--- config.mk ---
export PLATFORM = sky130hd
export DESIGN_NAME = obi_sram_arbiter
export DESIGN_NICKNAME = d
export VERILOG_FILES = /design/src/rtl/sram_arb_pkg.sv /design/src/rtl/rr_arbiter.sv /design/src/rtl/obi_sram_arbiter.sv
export SDC_FILE = /design/constraint.sdc
export NUM_CORES = 1
export LEC_CHECK = 0
export ABC_AREA = 0
export BUFFER_PORTS_ARGS = -buffer_cell sky130_fd_sc_hd__buf_2
export CAP_MARGIN = 20
export CORE_AREA = 4 4 106 108
export CTS_CLUSTER_DIAMETER = 60
export DETAILED_ROUTE_END_ITERATION = 10
export DIE_AREA = 0 0 110 112
export PLACE_DENSITY = 0.57
export SYNTH_ARGS = -nofsm -noshare
export SYNTH_HDL_FRONTEND = slang
export SYNTH_SLANG_ARGS = --single-unit
--- constraint.sdc ---
create_clock -name clk_i -period 2.3 [get_ports clk_i]
set_clock_uncertainty 0.1 [all_clocks]
set_input_delay 0.46 -clock clk_i [delete_from_list [all_inputs] [get_ports clk_i]]
set_output_delay 0.46 -clock clk_i [all_outputs]
set_load 0.1 [all_outputs]
--- src/rtl/sram_arb_pkg.sv ---
// Shared types and constants for the OBI SRAM data-port arbiter.
package sram_arb_pkg;

  localparam int          NUM_REQ_MAX = 4;
  localparam logic [31:0] ERR_RDATA   = 32'hDEADBEEF;

  typedef struct packed {
    logic [31:0] addr;
    logic        we;
    logic [3:0]  be;
    logic [31:0] wdata;
  } obi_req_t;

  typedef struct packed {
    logic [1:0] own;
    logic       we;
  } resp_tag_t;

endpackage

--- src/rtl/rr_arbiter.sv ---
// Round-robin pick: the first requester at or after ptr_i, searching modulo N.
// Purely combinational; returns one-hot grant, winner index and a valid flag.
module rr_arbiter import sram_arb_pkg::*; #(
  parameter int N = 2
) (
  input  logic [N-1:0] req_i,
  input  logic [1:0]   ptr_i,
  output logic [N-1:0] gnt_o,
  output logic [1:0]   idx_o,
  output logic         valid_o
);

  logic [NUM_REQ_MAX-1:0] req_ext;
  logic [1:0]             cand;
  logic                   hit;

  // Scan candidates in priority order starting from the pointer.
  always_comb begin
    req_ext        = '0;
    req_ext[N-1:0] = req_i;
    idx_o          = 2'd0;
    valid_o        = 1'b0;
    cand           = 2'd0;
    hit            = 1'b0;
    gnt_o          = '0;
    for (int k = 0; k < N; k++) begin
      cand    = 2'((int'(ptr_i) + k) % N);
      hit     = ~valid_o & req_ext[cand];
      idx_o   = hit ? cand : idx_o;
      valid_o = valid_o | hit;
    end
    for (int i = 0; i < N; i++) begin
      gnt_o[i] = valid_o & (idx_o == 2'(i));
    end
  end

endmodule

--- src/rtl/obi_sram_arbiter.sv ---
// Shares one read-only-responding OBI SRAM port among NUM_REQ requesters with
// round-robin arbitration, stall locking and a one-deep response tag.
module obi_sram_arbiter #(
  parameter int          NUM_REQ   = 2,
  parameter int          RESP_LAT  = 1,
  parameter logic [31:0] ERR_RDATA = sram_arb_pkg::ERR_RDATA
) (
  input  logic                    clk_i,
  input  logic                    rst_i,
  input  logic [NUM_REQ-1:0]      s_req_i,
  output logic [NUM_REQ-1:0]      s_gnt_o,
  input  logic [NUM_REQ-1:0][31:0] s_addr_i,
  input  logic [NUM_REQ-1:0]      s_we_i,
  input  logic [NUM_REQ-1:0][3:0] s_be_i,
  input  logic [NUM_REQ-1:0][31:0] s_wdata_i,
  output logic [NUM_REQ-1:0]      s_rvalid_o,
  output logic [31:0]             s_rdata_o,
  output logic                    m_req_o,
  input  logic                    m_gnt_i,
  output logic [31:0]             m_addr_o,
  output logic                    m_we_o,
  output logic [3:0]              m_be_o,
  output logic [31:0]             m_wdata_o,
  input  logic                    m_rvalid_i,
  input  logic [31:0]             m_rdata_i,
  output logic                    protocol_err_o
);

  import sram_arb_pkg::*;

  if (RESP_LAT != 1 || NUM_REQ < 2 || NUM_REQ > NUM_REQ_MAX) begin : g_bad_cfg
    $error("obi_sram_arbiter: unsupported NUM_REQ/RESP_LAT");
  end

  obi_req_t               req_ext [NUM_REQ_MAX];
  logic [NUM_REQ_MAX-1:0] req_vec_ext;

  // Widen requester ports to the maximum so a 2-bit index selects cleanly.
  for (genvar i = 0; i < NUM_REQ_MAX; i++) begin : g_ext
    if (i < NUM_REQ) begin : g_real
      assign req_ext[i]     = '{addr: s_addr_i[i], we: s_we_i[i], be: s_be_i[i], wdata: s_wdata_i[i]};
      assign req_vec_ext[i] = s_req_i[i];
    end else begin : g_tie
      assign req_ext[i]     = '0;
      assign req_vec_ext[i] = 1'b0;
    end
  end

  logic [1:0]         rr_ptr_q, rr_ptr_d;
  logic               lock_q, lock_d;
  logic [1:0]         lock_idx_q, lock_idx_d;
  logic               pend_q, pend_d;
  resp_tag_t          tag_q, tag_d;

  logic [NUM_REQ-1:0] arb_gnt;
  logic [1:0]         arb_idx;
  logic               arb_valid;
  logic [1:0]         win_idx;
  logic               hs;
  obi_req_t           sel;

  rr_arbiter #(.N(NUM_REQ)) u_rr_arbiter (
    .req_i   (s_req_i),
    .ptr_i   (rr_ptr_q),
    .gnt_o   (arb_gnt),
    .idx_o   (arb_idx),
    .valid_o (arb_valid)
  );

  // Winner selection, address-phase mux and upstream grant.
  always_comb begin
    win_idx = lock_q ? lock_idx_q : arb_idx;
    m_req_o = ~rst_i & (lock_q ? req_vec_ext[lock_idx_q] : arb_valid);
    hs      = m_req_o & m_gnt_i;
    sel       = req_ext[win_idx];
    m_addr_o  = sel.addr;
    m_we_o    = sel.we;
    m_be_o    = sel.be;
    m_wdata_o = sel.wdata;
    s_gnt_o   = '0;
    for (int i = 0; i < NUM_REQ; i++) begin
      s_gnt_o[i] = hs & (lock_q ? (lock_idx_q == 2'(i)) : arb_gnt[i]);
    end
  end

  // Next-state: pointer advance, stall lock and response tag.
  always_comb begin
    rr_ptr_d   = rr_ptr_q;
    lock_d     = lock_q;
    lock_idx_d = lock_idx_q;
    pend_d     = hs;
    tag_d      = tag_q;
    if (hs) begin
      rr_ptr_d = (win_idx == 2'(NUM_REQ - 1)) ? 2'd0 : win_idx + 2'd1;
      lock_d   = 1'b0;
      tag_d    = '{own: win_idx, we: m_we_o};
    end else if (m_req_o) begin
      lock_d     = 1'b1;
      lock_idx_d = win_idx;
    end else begin
      lock_d = lock_q;
    end
  end

  // Response routing; writes are answered locally, missing reads get ERR_RDATA.
  always_comb begin
    s_rvalid_o     = '0;
    s_rdata_o      = 32'h0000_0000;
    protocol_err_o = 1'b0;
    if (pend_q && !rst_i) begin
      for (int i = 0; i < NUM_REQ; i++) begin
        s_rvalid_o[i] = (tag_q.own == 2'(i));
      end
      if (tag_q.we) begin
        s_rdata_o = 32'h0000_0000;
      end else if (m_rvalid_i) begin
        s_rdata_o = m_rdata_i;
      end else begin
        s_rdata_o      = ERR_RDATA;
        protocol_err_o = 1'b1;
      end
    end else begin
      s_rdata_o = 32'h0000_0000;
    end
    if (!rst_i && m_rvalid_i && (!pend_q || tag_q.we)) begin
      protocol_err_o = 1'b1;
    end else begin
      protocol_err_o = protocol_err_o;
    end
  end

  // State registers with synchronous reset; a pending response is discarded.
  always_ff @(posedge clk_i) begin
    if (rst_i) begin
      rr_ptr_q   <= 2'd0;
      lock_q     <= 1'b0;
      lock_idx_q <= 2'd0;
      pend_q     <= 1'b0;
      tag_q      <= '0;
    end else begin
      rr_ptr_q   <= rr_ptr_d;
      lock_q     <= lock_d;
      lock_idx_q <= lock_idx_d;
      pend_q     <= pend_d;
      tag_q      <= tag_d;
    end
  end

endmodule

==> key figures, run 1 <==
Outcome
  • Outcome: finished clean

Clock network
  • CTS buffer count: 3
  • Clock slew at reported path FFs: 40 ps
  • Latest clock arrival within the worst-skew pair: 230 ps
  • H-tree levels: 1
  • CTS tree: built
  • CTS sink count: 8
  • Max clock buf depth: 2
  • Clock Tree Root: clkbuf_8

Layout
  • Area grow syn2layout: 268%
  • Fraction of layout cells with a size suffix above 1: 0.699
  • Post-route standard cell area excluding fillers: 0.00637 mm^2
  • N_diodes: 0
  • Final cell count without fillers: 760
  • FILL cells: 826
  • Most frequent cells in the layout: buf_2, nand2_1, buf_12
  • Final net count: 802
  • Most common cell after layout, fill and taps aside: buf_2

Placement
  • Placed cell area: between 0.006 and 0.007 mm^2
  • Pre-CTS setup slack: 10.9 ps
  • Placed insts: 747
  • DP HPWL: between 10000 and 15000 um
  • Routability cong.: 0.850
  • PortBufs: 282

Timing
  • Final hold vios: 0
  • Max Slew Vio Count: 0
  • Final setup fails: 0
  • Post-route minimum period: between 2000 and 2500 ps
  • Slew margin rel.: 0.765
  • Worst Hold Slack: about 410 ps
  • RSZ-0062 raised after global routing: true
  • Final Cycle Share: 0.988
  • Setup WS post-layout: around 28 ps
  • Fmax achieved: 440 MHz
  • Worst Tran Pin Value: approximately 350 ps

Power and ir drop
  • Power Density: 509 mW/mm^2
  • Leak: 2.88 nW
  • Maximum VDD drop: 311 uV

Critical path
  • Crit. End Element: output port
  • Crit Path Category: flop to output port
  • WP data arrival: ~1700 ps
  • Crit path launch type: flop
  • R2r endpoint: lock_idx_q[0]
  • Worst path required time: 1740 ps
  • Worst R2R Start: lock_q
  • Max FO, Critical Path: 11
  • Reg2Reg Depth: 5
  • R2R setup slack: just over 700 ps

Min path
  • Worst Hold End: tag_q[1]
  • Worst hold-check path type: flop to flop
  • Hold Crit Depth: 1
  • Hold_sp: tag_q[1]

Drt
  • Top metal layer carrying routed signals: met4
  • WL met2: 6660 um
  • M1 WL: 4340 um
  • Initial DRC Count: 91
  • Routed Antenna Nets: 0
  • Via count: 3459
  • Pre-antenna DRT Iters: 4
  • Routed len/inst: 16.1 um
  • Met3 wire length: 1040 um
  • DRC violations left: 0
  • Total routed wirelength: 12200 um
  • Vias/cell: 4.55

Global routing
  • Tot GR Track Use: 0.175
  • Largest net degree at the start of global routing: 53
  • Global-route wire length before repair: 17500 um
  • Total congestion overflow: 0
  • Vias in the first global route: 3630
  • Initial antenna violation count: 0

Logic synthesis
  • #FFs+latches synth: 8
  • Synthesized instance count: around 340
  • Synth Net Count: about 520
  • Yosys cell types: 33
  • Post-synth EDFFs: 0
  • Post-Syn Area: 0.00173 mm^2
  • Post-synthesis async set-or-reset flop share: 0
  • Avg Cell Area, Syn: 5.10 um^2
  • Top_reg_cell synth: dfxtp_1
  • Syn. warnings: 0
  • Sequential element share of the synthesized area: 0.0926

Die
  • # rows: 37
  • Initial Util: 0.169
  • IO Count: 283
  • Die ar.: 0.0123 mm^2
  • Core area: just over 0.01 mm^2
  • Chip Height: 112 um
  • Chip width: 110 um

Job
  • Max cap viols: 0
[area by class of cell]
type	count	area [um^2]	area share
sequential	8	164	0.0257
tap	136	170	0.0267
inverter	24	90.1	0.0141
multi-input combinational	277	2460	0.386
clock buffer	3	41.3	0.00648
timing repair buffer	312	3450	0.541
[where the power goes]
part,switching (W),leakage (nW),internal (W)
clock,0.0000519,0.0216,0.000113
sequential,0.0000110,0.0662,0.000149
combinational,0.00184,2.79,0.00108
total,0.00190,2.88,0.00135
[logic make-up after synthesis]
group / share of synthesized area
buf+inv: 0.146
simple gates: 0.416
mux: 0.0116
compound gates: 0.328
xor+xnor: 0.00506
flops: 0.0926
[layer usage]
layer	up-vias	track usage
met4	0	0.0357
met5	-	0
li1	1674	-
met1	1607	0.177
met3	14	0.0412
met2	164	0.352
[worst max-delay path by stage]
stage | start | endpoint | slack [ps] | cells after the start
3_5_place_dp | s_req_i[0] | m_wdata_o[1] | 10 | 7
5_1_grt | lock_q | m_addr_o[9] | -30 | 7
2_1_floorplan | rst_i | s_rvalid_o[0] | -540 | 2
3_3_place_gp | s_req_i[0] | m_addr_o[12] | 50 | 7
6_report | lock_q | m_addr_o[9] | 30 | 7
4_1_cts | lock_q | m_addr_o[10] | -4 | 6
[cell usage after synthesis (2+ instances only)]
library cell	count	area, um^2
a21o_1	3	22.5
a21oi_1	93	465
and2_1	2	12.5
and3_1	8	50.1
buf_2	10	50.1
buf_4	4	30.0
buf_6	3	33.8
clkbuf_1	12	45.0
dfxtp_1	8	160
inv_1	24	90.1
mux2i_1	2	20.0
nand2_1	137	514
nor2_1	5	18.8
nor2b_1	3	18.8
nor3b_1	3	22.5
o21a_1	2	15.0
o21ai_0	2	10.0
or3_1	2	12.5
or3b_2	2	17.5
[critical path: stages (launching register included)]
cell      delay (ps)
dfxtp_4          350
nand2b_4         160
o21ai_4          210
buf_6            170
buf_12           140
nand2_1          100
a21oi_4          160
buf_12           190
[flip-flops by register name, indices dropped and copies added (netlist names)]
signal	cells
lock_idx_q	2
pend_q	1
rr_ptr_q	1
lock_q	1
tag_q	3
[per-stage QoR]
stage	setup TNS (ps)	total power, W	util
2_1_floorplan	-2790	0.00199	-
3_3_place_gp	0	0.00298	0.598
6_report	0	0.00325	0.623
4_1_cts	-5.78	0.00321	0.608
5_1_grt	-278	0.00336	0.623
3_5_place_dp	0	0.00301	0.598
[timing repair]
| item | in CTS | in global routing |
|---|---|---|
| gates cloned | 1 | 4 |
| pin swaps | 4 | 30 |
| hold buffers | 0 | 0 |
| setup endpoints to repair | 68 | 68 |
| gates resized for setup | 3 | 17 |
| hold endpoints to repair | 0 | 0 |
| setup buffers | 4 | 1 |
Power figures use the tool's default switching activity.
==> run 2: changes to the inputs <==
Settings changed: BUFFER_PORTS_ARGS -buffer_cell sky130_fd_sc_hd__buf_2 to not set, CORE_AREA 4 4 106 108 to 4 4 107 109, DIE_AREA 0 0 110 112 to 0 0 111 113, DONT_BUFFER_PORTS set to 1, PLACE_DENSITY 0.57 to 0.34, SYNTH_HIERARCHICAL set to 1.
==> run 2 against run 1 <==
Hold slack got worse by 210 ps. Clock power barely moved. Routed wire length down 17%. Area after synthesis grew 0.14%. Via count is 20% lower. Combinational power is 3% lower. Critical endpoint is now m_addr_o[21]. Largest cell class is now multi-input gates.
==> key figures, run 2 <==
Logic synthesis
  • Synth Net Count: 527 (+2.3%)
  • Synthesized instance count: 351 (+3.5%)
  • Post-Syn Area: 0.00173 mm^2 (+0.14%)
  • Avg Cell Area, Syn: 4.94 um^2 (-3.3%)
  • Syn. warnings: 6 (+6)

Timing
  • Final Cycle Share: 0.978 (-0.00986)
  • RSZ-0062 raised after global routing: true
  • Post-route minimum period: 2250 ps (-22.7 ps)
  • Worst Tran Pin Value: 696 ps (+343 ps)
  • Max Slew Vio Count: 0 (unchanged)
  • Slew margin rel.: 0.536 (-0.229)
  • Fmax achieved: 444 MHz (+1.0%)
  • Setup WS post-layout: 50.2 ps (+22.7 ps)
  • Worst Hold Slack: 195 ps (-211 ps)
  • Final setup fails: 0 (unchanged)
  • Final hold vios: 0 (unchanged)

Layout
  • Most flops, register: tag_q
  • Final net count: 628 (-22%)
  • N_diodes: 0 (unchanged)
  • Area grow syn2layout: 211%
  • Post-layout util: 0.509 (-0.114)
  • Final cell count without fillers: 590 (-22%)
  • Biggest regs: tag_q (3), lock_idx_q (2)
  • Max reg flops: 3 (unchanged)
  • Fraction of layout cells with a size suffix above 1: 0.562 (-0.136)
  • Most common cell after layout, fill and taps aside: nand2_1
  • Most frequent cells in the layout: nand2_1, buf_12, a21oi_4

Placement
  • Routability cong.: 0.791 (-7.0%)
  • DP HPWL: 8530 um (-16%)
  • PortBufs: 0 (-100%)
  • Pre-CTS setup slack: -43.0 ps (-53.9 ps)
  • Placed insts: 580 (-22%)

Drt
  • DRC violations left: 0 (unchanged)
  • Routed Antenna Nets: 0 (unchanged)
  • Vias/cell: 4.67 (+2.6%)
  • Via count: 2754 (-20%)
  • Routed len/inst: 17.3 um (+7.4%)
  • Initial DRC Count: 64 (-30%)
  • Pre-antenna DRT Iters: 4 (unchanged)
  • Total routed wirelength: 10200 um (-17%)

Critical path
  • Crit Path Category: flop to output port
  • Setup crit start: lock_q
  • Crit path launch type: flop
  • Worst path required time: 1740 ps (about the same)
  • Worst R2R Start: lock_q
  • Max FO, Critical Path: 6 (-5)
  • CP max stage cell: dfxtp_4
  • WP data arrival: 1690 ps (-20 ps)
  • Cell mode on critical path: buf_12
  • Worst Path Buf+Inv: 4 (+1)
  • Crit. End Element: output port
  • Critical Path Max Stage Delay: 380 ps (+30 ps)
  • Delay-heaviest family, CP: buffers and inverters
  • Cells along the critical path: mux2i_4, buf_12, buf_16, buf_8, nand2_2, a21oi_4, buf_12

Global routing
  • Vias in the first global route: 2992 (-18%)
  • Largest net degree at the start of global routing: 50 (-5.7%)
  • Tot GR Track Use: 0.154 (-0.0207)
  • Initial antenna violation count: 0 (unchanged)
  • Global-route wire length before repair: 16000 um (-8.5%)
  • Total congestion overflow: 0 (unchanged)

Die
  • Chip width: 111 um (+0.91%)
  • Die ar.: 0.0125 mm^2 (+1.8%)
  • Chip Height: 113 um (+0.89%)
  • IO Count: 283 (unchanged)
  • # rows: 38 (+2.7%)
  • Initial Util: 0.163 (-0.00569)
  • Core area: 0.0106 mm^2 (+3.6%)

Clock network
  • Cts hold-fix bufs: 0 (unchanged)
  • Max clock buf depth: 2 (unchanged)
  • CTS sink count: 8 (unchanged)
  • CTS tree: built
  • Latest clock arrival within the worst-skew pair: 230 ps (about the same)
  • CTS buffer count: 3 (unchanged)
  • H-tree levels: 1 (unchanged)
  • Clock slew at reported path FFs: 40 ps (about the same)
  • Clock Tree Root: clkbuf_8

Min path
  • Worst hold-check path type: input port to flop
  • Hold_sp: rst_i

Outcome
  • Outcome: finished clean

Power and ir drop
  • Power Density: 584 mW/mm^2 (+15%)
  • Maximum VDD drop: 387 uV (+25%)
  • Power Total: 0.00315 W (-3.0%)
  • Leak: 2.03 nW (-29%)

Job
  • Max cap viols: 0 (unchanged)
-- run 2: cell count changes in the layout (fill, tap and decap cells not counted), sizes merged, moves of 4 or more --
cell   change
a21oi      +4
and2       +6
inv        +4
buf      -183
and3       -8
-- run 2: repair_timing --
item / CTS / global route
gates cloned: 1 / 1
setup endpoints to repair: 69 / 62
pin swaps: 0 / 4
setup buffers: 5 / 1
resized for setup: 20 / 8
-- run 2: final cells by class --
cell class / instances / area [um^2]
Clock buffer: 3 / 41.3
Fill cell: 959 / 5210
Inverter: 28 / 105
Multi-Input combinational cell: 284 / 2510
Sequential cell: 8 / 165
Tap cell: 140 / 175
Timing Repair Buffer: 127 / 2400
-- run 2: per-layer routing --
metal	track usage	up-vias	wire length, um
met5	0	-	0
met4	0.0378	0	133
met2	0.284	166	5440
li1	-	1321	-
met1	0.168	1259	3560
met3	0.0588	8	1080
-- run 2: report_power, final --
group / switching (W) / internal [W] / total (W)
Combinational: 0.00185 / 0.000969 / 0.00282
Clock: 0.0000530 / 0.000113 / 0.000166
Sequential: 0.0000154 / 0.000151 / 0.000167
Total: 0.00192 / 0.00123 / 0.00315
-- run 2: stage by stage --
stage	area, um^2	TNS, ps
2_1_floorplan	2890	-8750
3_3_place_gp	5170	-363
6_report	5390	0
5_1_grt	5390	-357
3_5_place_dp	5170	-546
4_1_cts	5330	0
-- run 2: path summary, 6_finish.rpt --
check / to / cells past startpoint / slack [ps]
min reg2reg: tag_q[1] / 2 / 450
max: m_addr_o[21] / 7 / 50
min: rr_ptr_q[0] / 1 / 190
max reg2reg: tag_q[0] / 7 / 560
==> run 3: changes to the inputs <==
==> constraint.sdc (replaced) <==
create_clock -name clk_i -period 2.3 [get_ports clk_i]
set_clock_uncertainty 0.1 [all_clocks]
set_input_delay 0.23 -clock clk_i [delete_from_list [all_inputs] [get_ports clk_i]]
set_output_delay 0.23 -clock clk_i [all_outputs]
set_load 0.1 [all_outputs]
==> run 3 against run 2 <==
Core utilization is 7.4 points lower. Critical endpoint is now s_rdata_o[11]. Sequential share of layout area increased by 0.44 points. Non-clock buffer count decreased by 6. Critical path depth fell by 3. Worst setup slack better by 120 ps. Via count is 0.29% lower. Die area is the same. First-iteration DRC count up 34%. Hold slack lost 110 ps. Clock power increased by 5%.
==> key figures, run 3 (synthesis gave the netlist of run 2 again) <==
Die
  • IO Count: 283 (unchanged)
  • Chip width: 111 um (unchanged)
  • # rows: 38 (unchanged)
  • Core area: 0.0106 mm^2 (unchanged)
  • Initial Util: 0.163 (unchanged)
  • Die ar.: 0.0125 mm^2 (unchanged)
  • Chip Height: 113 um (unchanged)

Critical path
  • CP max stage cell: or2_2
  • WP data arrival: 1800 ps (+110 ps)
  • Critical Path Max Stage Delay: 570 ps (+190 ps)
  • Setup crit start: pend_q
  • Crit Path Category: flop to output port
  • R2R setup slack: 500 ps (-60 ps)
  • Cells along the critical path: nand2b_1, or2_2, a21oi_2, buf_4
  • Max FO, Critical Path: 24 (+18)
  • Worst Path Buf+Inv: 1 (-3)
  • Delay-heaviest family, CP: simple AND/OR/NAND/NOR gates
  • Crit. End Element: output port
  • Crit path launch type: flop
  • Worst R2R Start: rr_ptr_q[0]
  • Worst path required time: 1970 ps (+230 ps)

Clock network
  • Latest clock arrival within the worst-skew pair: 230 ps (about the same)
  • CTS tree: built
  • Clock Tree Root: clkbuf_8
  • Max clock buf depth: 2 (unchanged)
  • Clock slew at reported path FFs: 50 ps (about the same)
  • H-tree levels: 1 (unchanged)
  • CTS sink count: 8 (unchanged)
  • CTS buffer count: 3 (unchanged)
  • Setup Buffers After CTS: 0 (-5)

Drt
  • Routed len/inst: 17.4 um (+0.61%)
  • Pre-antenna DRT Iters: 4 (unchanged)
  • Via count: 2746 (-0.29%)
  • Total routed wirelength: 10200 um (-0.41%)
  • DRC violations left: 0 (unchanged)
  • Routed Antenna Nets: 0 (unchanged)
  • Initial DRC Count: 86 (+34%)
  • Vias/cell: 4.70 (+0.73%)

Timing
  • Final Cycle Share: 0.926 (-0.0526)
  • Setup TNS: 0 ps (unchanged)
  • Final hold vios: 0 (unchanged)
  • Max Slew Vio Count: 0 (unchanged)
  • Fmax achieved: 470 MHz (+5.7%)
  • Worst Tran Pin Value: 666 ps (-29.9 ps)
  • RSZ-0062 raised after global routing: false
  • Final setup fails: 0 (unchanged)
  • Post-route minimum period: 2130 ps (-121 ps)
  • Slew margin rel.: 0.556 (+0.0199)
  • Setup WS post-layout: 171 ps (+121 ps)

Global routing
  • Vias in the first global route: 2841 (-5.0%)
  • Global-route wire length before repair: 15200 um (-5.2%)
  • Tot GR Track Use: 0.147 (-0.00746)
  • Initial antenna violation count: 0 (unchanged)
  • Largest net degree at the start of global routing: 70 (+40%)
  • Total congestion overflow: 0 (unchanged)

Layout
  • Area grow syn2layout: 166%
  • Max reg flops: 3 (unchanged)
  • N_diodes: 0 (unchanged)
  • Final net count: 622 (-0.96%)
  • Biggest regs: tag_q (3), lock_idx_q (2)
  • Post-route standard cell area excluding fillers: 0.00461 mm^2 (-14%)
  • Final cell count without fillers: 584 (-1.0%)
  • FILL cells: 1036 (+8.0%)
  • Most common cell after layout, fill and taps aside: nand2_1
  • Fraction of layout cells with a size suffix above 1: 0.514 (-0.0487)
  • Sequential cell area: 161 um^2 (-2.3%)
  • Most flops, register: tag_q
  • Area of the multi-input gates: 0.00223 mm^2 (-11%)
  • Most frequent cells in the layout: nand2_1, buf_12, a21oi_4

Placement
  • PortBufs: 0 (unchanged)
  • Routability cong.: 0.795 (+0.57%)
  • Placed cell area: 0.00453 mm^2 (-12%)
  • Pre-CTS setup slack: 283 ps (+326 ps)
  • DP HPWL: 8260 um (-3.2%)
  • Placed insts: 579 (-0.17%)

Outcome
  • Outcome: finished clean

Power and ir drop
  • Power Total: 0.00300 W (-4.7%)
  • Maximum VDD drop: 281 uV (-27%)
  • Leak: 1.84 nW (-9.5%)
  • Power Density: 651 mW/mm^2 (+11%)

Min path
  • Worst hold-check path type: input port to flop
  • Hold_sp: m_gnt_i

Job
  • Max cap viols: 0 (unchanged)
run 3: per-layer routing:
layer	up-vias	wire [um]	GRT usage
met3	4	1280	0.0749
met1	1263	3320	0.147
met5	-	0	0
met2	171	5510	0.278
met4	0	64	0.0238
li1	1308	-	-
run 3: final timing paths:
kind,endpoint,cells after the start
max,s_rdata_o[11],4
min,lock_idx_q[0],2
max reg2reg,tag_q[0],9
min reg2reg,rr_ptr_q[0],2
run 3: area by class of cell:
cell class	instances	area share
clock buffers	3	0.00895
multi-input cells	284	0.484
inverters	28	0.0228
repair buffers	121	0.411
flip-flops and latches	8	0.0350
well taps	140	0.0380
run 3: worst reg2reg max path, cell delays in order, from the launching register on:
cell and delay (ps):
dfxtp_1 310, inv_1 70, a21boi_1 70, buf_4 140, mux2i_4 210, buf_12 220, nand2_1 100, a21oi_2 190
buf_12 210, a21o_1 120
run 3: timing repair:
item	CTS	global route
gates resized for setup	0	3
hold endpoints to repair	6	0
endpoints found under the setup margin	0	69
hold buffers	1	0
run 3: where the power goes:
part	internal [W]	leakage (nW)	switching [W]	total, W
Sequential	0.000151	0.0660	0.0000155	0.000166
Combinational	0.000860	1.75	0.00180	0.00266
Clock	0.000114	0.0216	0.0000600	0.000174
run 3: through the flow:
stage / hold slack, ps / utilization
final: 85.2 / 0.435
after global placement: 203 / 0.427
after detailed placement: 207 / 0.427
after global routing: 112 / 0.435
after CTS: 80.8 / 0.432
after floorplan: 308 / -
